## src/rtl/game_sequencer_pkg.sv

```systemverilog
// Shared state encodings, default sizing constants and the lives-to-LED helper
// used by the game-flow controller and its frame divider.
package game_sequencer_pkg;

    typedef enum logic [2:0] {
        ST_IDLE      = 3'd0,
        ST_PLAY      = 3'd1,
        ST_HIT       = 3'd2,
        ST_LEVEL_UP  = 3'd3,
        ST_GAME_OVER = 3'd4
    } state_t;

    localparam int DEF_V_ACTIVE   = 480;
    localparam int DEF_LIVES_INIT = 3;
    localparam int DEF_MAX_LEVEL  = 7;

    // Thermometer code: LED i is lit while more than i lives remain.
    function automatic logic [3:0] lives_to_leds(input logic [2:0] lives);
        logic [3:0] leds;
        for (int i = 0; i < 4; i++) begin
            leds[i] = (lives > 3'(i));
        end
        return leds;
    endfunction

endpackage

```

## src/rtl/game_sequencer_frame_divider.sv

```systemverilog
// Once-per-frame tick from the VGA counters, plus a programmable-period
// counter that turns frame ticks into car step pulses while enabled.
module game_sequencer_frame_divider #(
    parameter int V_ACTIVE = 480,
    parameter int PERIOD_W = 8
) (
    input  logic                clk,
    input  logic                srst,
    input  logic [9:0]          h_count,
    input  logic [9:0]          v_count,
    input  logic                enable,
    input  logic                clear,
    input  logic [PERIOD_W-1:0] period,
    output logic                tick,
    output logic                step
);

    localparam logic [9:0] TICK_LINE = 10'(V_ACTIVE);

    logic                tick_q, tick_d;
    logic                step_q, step_d;
    logic [PERIOD_W-1:0] step_cnt_q, step_cnt_d;
    logic                line_hit;

    always_comb begin
        line_hit   = (h_count == 10'd0) && (v_count == TICK_LINE);
        tick_d     = line_hit;
        step_d     = 1'b0;
        step_cnt_d = step_cnt_q;
        if (clear) begin
            step_cnt_d = '0;
        end else if (enable && line_hit) begin
            // >= rather than == so a period that shrank mid-count still fires
            if (({1'b0, step_cnt_q} + 1'b1) >= {1'b0, period}) begin
                step_d     = 1'b1;
                step_cnt_d = '0;
            end else begin
                step_cnt_d = step_cnt_q + 1'b1;
            end
        end
    end

    always_ff @(posedge clk) begin
        if (srst) begin
            tick_q     <= 1'b0;
            step_q     <= 1'b0;
            step_cnt_q <= '0;
        end else begin
            tick_q     <= tick_d;
            step_q     <= step_d;
            step_cnt_q <= step_cnt_d;
        end
    end

    assign tick = tick_q;
    assign step = step_q;

endmodule

```

## src/rtl/game_sequencer.sv

```systemverilog
// Game-flow controller: owns state, lives and level, freezes the playfield
// between rounds and schedules car steps whose rate rises with the level.
module game_sequencer
    import game_sequencer_pkg::*;
#(
    parameter int LIVES_INIT  = DEF_LIVES_INIT,
    parameter int MAX_LEVEL   = DEF_MAX_LEVEL,
    parameter int BASE_PERIOD = 8,
    parameter int HIT_FRAMES  = 60,
    parameter int WIN_FRAMES  = 60,
    parameter int V_ACTIVE    = DEF_V_ACTIVE
) (
    input  logic       CLK,
    input  logic       RST,
    input  logic [9:0] h_count,
    input  logic [9:0] v_count,
    input  logic       i_any_sw,
    input  logic       i_collision,
    input  logic       i_goal,
    output logic       o_frame_tick,
    output logic       o_car_step,
    output logic       o_player_respawn,
    output logic       o_freeze,
    output logic [2:0] o_state,
    output logic [2:0] o_lives,
    output logic [2:0] o_level,
    output logic [3:0] o_lives_leds
);

    localparam int PERIOD_W = 8;

    state_t              state_q, state_d;
    logic [2:0]          lives_q, lives_d;
    logic [2:0]          level_q, level_d;
    logic [15:0]         frame_cnt_q, frame_cnt_d;
    logic                respawn_q, respawn_d;
    logic                freeze_q, freeze_d;
    logic                sw_prev_q;
    logic [3:0]          leds_q, leds_d;
    logic                start;
    logic                frame_tick;
    logic                car_step;
    logic                step_enable;
    logic                step_clear;
    logic [PERIOD_W-1:0] period;

    always_comb begin
        if (BASE_PERIOD > int'(level_q)) period = PERIOD_W'(BASE_PERIOD - int'(level_q));
        else                             period = PERIOD_W'(1);
    end

    always_comb begin
        start       = i_any_sw & ~sw_prev_q;
        state_d     = state_q;
        lives_d     = lives_q;
        level_d     = level_q;
        frame_cnt_d = frame_cnt_q;
        respawn_d   = 1'b0;
        unique case (state_q)
            ST_IDLE: begin
                if (start) begin
                    state_d   = ST_PLAY;
                    respawn_d = 1'b1;
                end
            end
            ST_PLAY: begin
                if (i_collision) begin
                    state_d     = ST_HIT;
                    lives_d     = (lives_q == 3'd0) ? 3'd0 : lives_q - 3'd1;
                    frame_cnt_d = '0;
                end else if (i_goal) begin
                    state_d     = ST_LEVEL_UP;
                    frame_cnt_d = '0;
                end
            end
            ST_HIT: begin
                if (frame_tick) begin
                    if (int'(frame_cnt_q) + 1 >= HIT_FRAMES) begin
                        if (lives_q == 3'd0) begin
                            state_d = ST_GAME_OVER;
                        end else begin
                            state_d   = ST_PLAY;
                            respawn_d = 1'b1;
                        end
                    end else begin
                        frame_cnt_d = frame_cnt_q + 16'd1;
                    end
                end
            end
            ST_LEVEL_UP: begin
                if (frame_tick) begin
                    if (int'(frame_cnt_q) + 1 >= WIN_FRAMES) begin
                        state_d   = ST_PLAY;
                        respawn_d = 1'b1;
                        level_d   = (int'(level_q) >= MAX_LEVEL) ? 3'(MAX_LEVEL) : level_q + 3'd1;
                    end else begin
                        frame_cnt_d = frame_cnt_q + 16'd1;
                    end
                end
            end
            ST_GAME_OVER: begin
                if (start) begin
                    state_d = ST_IDLE;
                    lives_d = 3'(LIVES_INIT);
                    level_d = 3'd0;
                end
            end
            default: state_d = ST_IDLE;
        endcase
        freeze_d = (state_d != ST_PLAY);
        leds_d   = lives_to_leds(lives_d);
    end

    // Steps only on cycles that stay in PLAY, so no step lands on an exit cycle.
    assign step_enable = (state_q == ST_PLAY) && (state_d == ST_PLAY);
    assign step_clear  = (state_q != ST_PLAY) && (state_d == ST_PLAY);

    game_sequencer_frame_divider #(
        .V_ACTIVE (V_ACTIVE),
        .PERIOD_W (PERIOD_W)
    ) u_frame_divider (
        .clk     (CLK),
        .srst    (RST),
        .h_count (h_count),
        .v_count (v_count),
        .enable  (step_enable),
        .clear   (step_clear),
        .period  (period),
        .tick    (frame_tick),
        .step    (car_step)
    );

    always_ff @(posedge CLK) begin
        if (RST) begin
            state_q     <= ST_IDLE;
            lives_q     <= 3'(LIVES_INIT);
            level_q     <= 3'd0;
            frame_cnt_q <= '0;
            respawn_q   <= 1'b0;
            freeze_q    <= 1'b1;
            sw_prev_q   <= 1'b1;
            leds_q      <= lives_to_leds(3'(LIVES_INIT));
        end else begin
            state_q     <= state_d;
            lives_q     <= lives_d;
            level_q     <= level_d;
            frame_cnt_q <= frame_cnt_d;
            respawn_q   <= respawn_d;
            freeze_q    <= freeze_d;
            sw_prev_q   <= i_any_sw;
            leds_q      <= leds_d;
        end
    end

    assign o_frame_tick     = frame_tick;
    assign o_car_step       = car_step;
    assign o_player_respawn = respawn_q;
    assign o_freeze         = freeze_q;
    assign o_state          = state_q;
    assign o_lives          = lives_q;
    assign o_level          = level_q;
    assign o_lives_leds     = leds_q;

endmodule
```

## config.mk

```make
export PLATFORM = sky130hd
export DESIGN_NAME = game_sequencer
export DESIGN_NICKNAME = d
export VERILOG_FILES = /design/src/rtl/game_sequencer_pkg.sv /design/src/rtl/game_sequencer_frame_divider.sv /design/src/rtl/game_sequencer.sv
export SDC_FILE = /design/constraint.sdc
export NUM_CORES = 1
export LEC_CHECK = 0
export BUFFER_PORTS_ARGS = -buffer_cell sky130_fd_sc_hd__buf_2
export CORE_MARGIN = 4
export CORE_UTILIZATION = 50
export DETAILED_ROUTE_END_ITERATION = 16
export HOLD_SLACK_MARGIN = 0.02
export MAX_ROUTING_LAYER = met4
export PLACE_DENSITY = 0.72
export SLEW_MARGIN = 20
export SYNTH_ARGS = -nofsm -noshare
export SYNTH_HDL_FRONTEND = slang
export SYNTH_HIERARCHICAL = 1
export SYNTH_SLANG_ARGS = --single-unit
export TNS_END_PERCENT = 10
```

## constraint.sdc

```tcl
create_clock -name CLK -period 4.4 [get_ports CLK]
set_clock_uncertainty 0.1 [all_clocks]
set_input_delay 0.88 -clock CLK [delete_from_list [all_inputs] [get_ports CLK]]
set_output_delay 0.88 -clock CLK [all_outputs]
set_load 0.01 [all_outputs]
```

# [After elaboration in Yosys (flattened, before gate mapping)]
# Index checks and enable logic that the tools add are counted.
[totals] word_cells=89 output_inout_bits=17 reg_bits=42
[op_classes] bitwise_logic=3 muxes=33 order_cmp=7 add_sub_neg=7 n_reduce_logical=14 eq_ne=14
[op_table] op="16-bit 2-to-1 mux" n=4
[op_table] op="3-bit 2-to-1 mux" n=16
[op_table] op="16-bit one-hot mux with 2 select lines" n=1
[op_table] op="16-bit by 1-bit adder with 17-bit output, second input constant" n=1
[op_table] op="17-bit by 6-bit greater-or-equal comparator with 1-bit output, second input constant" n=1
[op_table] op="16-bit by 1-bit adder with 16-bit output, second input constant" n=1
[op_table] op="3-bit one-hot mux with 5 select lines" n=1
[op_table] op="3-bit one-hot mux with 2 select lines" n=2
[op_table] op="10-bit by 9-bit equality test with 1-bit output, second input constant" n=1
[op_table] op="10-bit logical NOT" n=1
[op_table] op="8-bit by 1-bit adder with 9-bit output, second input constant" n=1
[op_table] op="9-bit by 8-bit greater-or-equal comparator with 1-bit output" n=1
[op_table] op="8-bit by 1-bit adder with 8-bit output, second input constant" n=1
[op_table] op="8-bit 2-to-1 mux" n=1
[op_table] op="4-bit AND reduction" n=2
[op_table] op="1-bit 2-to-1 mux" n=7
[op_table] op="3-bit by 1-bit equality test with 1-bit output, second input constant" n=2
[op_table] op="3-bit by 2-bit equality test with 1-bit output, second input constant" n=2
[op_table] op="3-bit by 1-bit > comparator with 1-bit output, second input constant" n=2
[op_table] op="3-bit by 2-bit > comparator with 1-bit output, second input constant" n=2
[op_table] op="3-bit logical NOT" n=2
[op_table] op="2-bit inequality test, second input constant" n=3
[op_table] op="3-bit by 1-bit inequality test with 1-bit output, second input constant" n=2
[op_table] op="4-bit by 3-bit subtractor with 5-bit output, first input constant" n=1
[op_table] op="13 further kinds" n=20

# [Depth between registers and ports, before layout]
[depth] ltp_word=10 mapped_depth=14 mapped_depth_nobuf=12

# [Hierarchy]
# The synthesis kept the hierarchy.
[modules_own_cells] module="game_sequencer" seq_area_each_um2=640.6 area_each_um2=1709.1 n_inst=1 cells_per_inst=204
[modules_own_cells] module="game_sequencer_frame_divider" seq_area_each_um2=200.2 area_each_um2=838.3 n_inst=1 cells_per_inst=99

# [Worst setup path before layout]
# Ideal clock, no wire load.
[synth_timing] path_type="flip-flop to flip-flop" startpoint="register frame_cnt_q[0]" endpoint="register u_frame_divider.step_cnt_q[6]" stages_incl_launch_ff=14 arrival_time_ns=3.203 synth_period_minus_slack_ns=3.361 t_required_ns=4.241 path_slack_ns=1.039 path_cell_list="dfxtp_1 -> ha_1 -> nand3_4 -> o41a_1 -> a311o_1 -> or3_4 -> buf_4 -> buf_2 -> nor2_1 -> nor3_1 -> or2_2 -> nor4_4 -> and3_1 -> a22o_1"
[synth_via] elab_chain_cells=8 word_cells_on_any_way=12 classes_between="1 x add/sub; 1 x order compare; 1 x eq/ne; 5 x mux; 4 x reduce/logical"
[synth_rtl] element="from (decl)" line_no="game_sequencer.sv:35" rtl="logic [15:0] frame_cnt_q, frame_cnt_d;"
[synth_rtl] element="from (signal assigned)" line_no="game_sequencer.sv:147" rtl="frame_cnt_q <= frame_cnt_d;"
[synth_rtl] element="16-bit by 1-bit adder with 17-bit output (*)" line_no="game_sequencer.sv:78, game_sequencer.sv:92"
[synth_rtl] element="17-bit by 6-bit greater-or-equal comparator with 1-bit output (*)" line_no="game_sequencer.sv:78, game_sequencer.sv:92"
[synth_rtl] element="3-bit 2-to-1 mux (on tied branches)" line_no="game_sequencer.sv:92, game_sequencer.sv:78"
[synth_rtl] element="3-bit 2-to-1 mux (on tied branches)" line_no="game_sequencer.sv:91, game_sequencer.sv:77"
[synth_rtl] element="3-bit one-hot mux with 5 select lines (*)" line_no="game_sequencer.sv:59" rtl="unique case (state_q)"
[synth_rtl] element="3-bit by 1-bit equality test with 1-bit output (*)" line_no="game_sequencer.sv:116" rtl="assign step_clear = (state_q != ST_PLAY) && (state_d == ST_PLAY);"
[synth_rtl] element="1-bit logical AND (*)" line_no="game_sequencer.sv:116"
[synth_rtl] element="net step_clear" line_no="game_sequencer.sv:44" rtl="logic step_clear;"
[synth_rtl] element="2-bit OR reduction (no line) (*)"
[synth_rtl] element="to (signal assigned)" line_no="game_sequencer_frame_divider.sv:51" rtl="step_cnt_q <= step_cnt_d;"
[synth_rtl] element="to (decl)" line_no="game_sequencer_frame_divider.sv:22" rtl="logic [PERIOD_W-1:0] step_cnt_q, step_cnt_d;"
# The timed path passes the listed nets; every way through them passes the cells marked *.
# A chain may end at the register's enable or synchronous reset.

# [Worst setup path in the final report]
[layout_timing] startpoint="register frame_cnt_q[0]" endpoint="register u_frame_divider.step_cnt_q[0]"
# Same word-level chain as after synthesis.

==> impl_metrics.json <==
{
  "firstDrtPassIters": 4,
  "core_area_sq_um": 4820,
  "synth_top_family_by_area": "simple AND/OR/NAND/NOR gates",
  "ys_seq_elements": 42,
  "max_freq_mhz": 289,
  "register_area_sq_um": 841,
  "fp.dieArea_sq_um": 6300,
  "synth-edff-count": 0,
  "path_class": "reg -> reg",
  "synth-seq-area-share_pct": 33.0,
  "io_buffers": 41,
  "post_drt_wl_per_cell_um": 13.3,
  "ys_warn_count": 6,
  "maxCapViolations": 0,
  "synth_fa_ha_area_share_pct": 7.86,
  "grt_use_total_pct": 19.0,
  "yosysMostFrequentCell": "dfxtp_1",
  "nets": 384,
  "rsz0062_at_grt": "false",
  "synthToLayoutAreaGrowth_pct": 12.8,
  "grt_overflow_total": 0,
  "die_x_um": 79.4,
  "worst_pin_slew_ns": 0.511,
  "drc": 0,
  "status": "finished, final reports clean",
  "synthSimpleGateAreaFrac_pct": 29.1,
  "final.min_clock_period_ns": 3.46,
  "post-route-period-util_pct": 78.6,
  "holdCritPathClass": "reg -> reg",
  "ys_top_cells_by_count": "42 x dfxtp_1, 29 x inv_1, 20 x nand2_1, 18 x nor2_1, 16 x ha_1",
  "placed_area_sq_um": 2800,
  "hold_viol": 0,
  "vias": 2275,
  "h-tree-depth": 2,
  "synthXorXnorAreaFrac_pct": 4.47,
  "setup_viol": 0,
  "grt_pass1_vias": 2084,
  "peakVddDrop_uv": 174,
  "n_fill_cell": 462,
  "drt_first_iter_violations": 110,
  "start_util_pct": 52.9,
  "synth_compound_area_share_pct": 18.0,
  "cts-resized-gates": 0,
  "grt_start_max_net_pins": 24,
  "gp_congestion": 0.802,
  "slew_violations": 0,
  "crit_required_ns": 4.51,
  "worstSetupStartpointType": "register",
  "numCtsBuffers": 5,
  "insertion_delay_ns": 0.29,
  "synth_mux_area_share_pct": 1.18,
  "drive_gt1_share_pct": 18.7,
  "worstPathMaxFanout": 23,
  "syn_area_per_cell_sq_um": 8.41,
  "p_leak_nw": 1.12,
  "postSynthCellCount": 303,
  "diodes": 0,
  "syn_area_sq_um": 2550,
  "clk_path_buf_depth": 2,
  "powerDensity_nw_per_um2": 238,
  "cts.sinks": 42,
  "synth_area_leaders": "dfxtp_1 33%, ha_1 7.9%, inv_1 4.3%",
  "slew_headroom_pct": 65.9,
  "worstPathArrival_ns": 3.57,
  "antenna_found_initial": 0,
  "fin_tns_setup_ns": 0,
  "final_area_sq_um": 2870,
  "fp-row-count": 25,
  "postCtsHoldBufs": 0,
  "hpwlAfterDp_um": 4170,
  "routed_wl_um": 5460,
  "drtAntennaViolNets": 0,
  "end_kind": "register",
  "multiInputGateArea_sq_um": 1560,
  "fp.dieH_um": 79.4,
  "synth-main-ff-cell": "dfxtp_1",
  "clockRootBuffer": "clkbuf_8",
  "clk_pin_slew_ns": 0.07,
  "avgViaCountPerCell": 5.55,
  "cts_tree": "yes",
  "synth_cell_types": 58,
  "cts_setup_buffers": 0,
  "synth_top_area_share_pct": 33.0,
  "yosysTopAreaCell": "dfxtp_1",
  "pin_count": 42,
  "synthArstFlopShare_pct": 0,
  "worst_hold_slack_ns": 0.380,
  "grt_pass1_wl_um": 9400
}
[path summary, 6_finish.rpt]
check / startpoint / endpoint / slack [ns] / depth (start not counted)
max: frame_cnt_q[0]$_SDFFE_PP0P_ / u_frame_divider/step_cnt_q[0]$_SDFFE_PP0P_ / 0.94 / 11
min reg2reg: u_frame_divider/step_cnt_q[1]$_SDFFE_PP0P_ / u_frame_divider/step_cnt_q[1]$_SDFFE_PP0P_ / 0.38 / 2
min: u_frame_divider/step_cnt_q[1]$_SDFFE_PP0P_ / u_frame_divider/step_cnt_q[1]$_SDFFE_PP0P_ / 0.38 / 2
max reg2reg: frame_cnt_q[0]$_SDFFE_PP0P_ / u_frame_divider/step_cnt_q[0]$_SDFFE_PP0P_ / 0.94 / 11
[stage by stage]
stage	worst slack [ns]	std cells	power [W]	util (%)
after CTS	0.932	410	0.000693	59.6
after global placement	1.07	403	0.000458	58.1
after detailed placement	0.951	403	0.000459	58.1
after global routing	0.669	410	0.000717	59.6
final	0.940	410	0.000683	59.6
after floorplan	1.04	306	0.000434	-
[per-layer routing]
layer  routed length (um)  vias up  GRT usage [%]  part of all wire (%)
met3                  194        7           4.06                   3.6
met2                 2620       51           30.5                    48
met4                   68        0           5.15                   1.2
met1                 2580     1048           24.4                    47
met5                    0        -              -                     0
li1                     -     1169              -                     -
[power by group]
| group | switching (W) | leakage [nW] | internal (W) | total, W |
|---|---|---|---|---|
| sequential | 0.00000517 | 0.339 | 0.000385 | 0.000390 |
| combinational | 0.0000335 | 0.746 | 0.0000271 | 0.0000607 |
| clock | 0.000123 | 0.0383 | 0.000109 | 0.000232 |
| total | 0.000162 | 1.12 | 0.000521 | 0.000683 |
[state kept, by name, summed over array words and instances, names as in the netlist]
name,count
u_frame_divider/step,1
u_frame_divider/tick,1
frame_cnt_q,16
u_frame_divider/step_cnt_q,8
o_lives,3
o_freeze,1
o_state,3
sw_prev_q,1
o_player_respawn,1
o_level,3
o_lives_leds,4
[kinds of logic (layout without fill, tap and decap cells)]
logic type,after synthesis,after routing
AND/OR/NAND/NOR,125,125
AO/OA/AOI/OAI,63,63
flip-flops,42,42
buffers and inverters,40,77
adder cells (fa/ha/maj),16,16
XOR/XNOR,13,13
multiplexers,3,3
other,1,4
[worst max-delay path, cell delays in order, from the launching register on]
cell and delay, ns:
dfxtp_1 0.42, ha_1 0.26, nand3_4 0.12, o41a_1 0.39, a311o_1 0.32, or3_4 0.45
nor2_1 0.13, nor3_1 0.07, or2_2 0.33, nor4_4 0.39, nand3_1 0.19, o21ai_0 0.20
[placed cells by master (no fill, tap or decap), types with 4 or more instances in the layout]
master / count
nand4_1: 11
and2_1: 10
xnor2_1: 10
buf_2: 41
nor2_1: 18
and3_1: 4
nand3_1: 15
clkbuf_8: 5
a21oi_1: 9
nor3_1: 9
or3_1: 6
nand2_1: 20
o21ai_0: 10
dfxtp_1: 42
ha_1: 16
conb_1: 4
a31oi_1: 7
or2_2: 7
nor4_1: 5
inv_1: 29
[layout make-up]
| class | count | area share, % |
|---|---|---|
| sequential | 42 | 29.3 |
| multi-input combinational | 224 | 54.2 |
| tap | 67 | 2.92 |
| clock buffer | 7 | 2.66 |
| timing repair buffer | 41 | 7.14 |
| inverter | 29 | 3.79 |
Power figures use the tool's default switching activity.
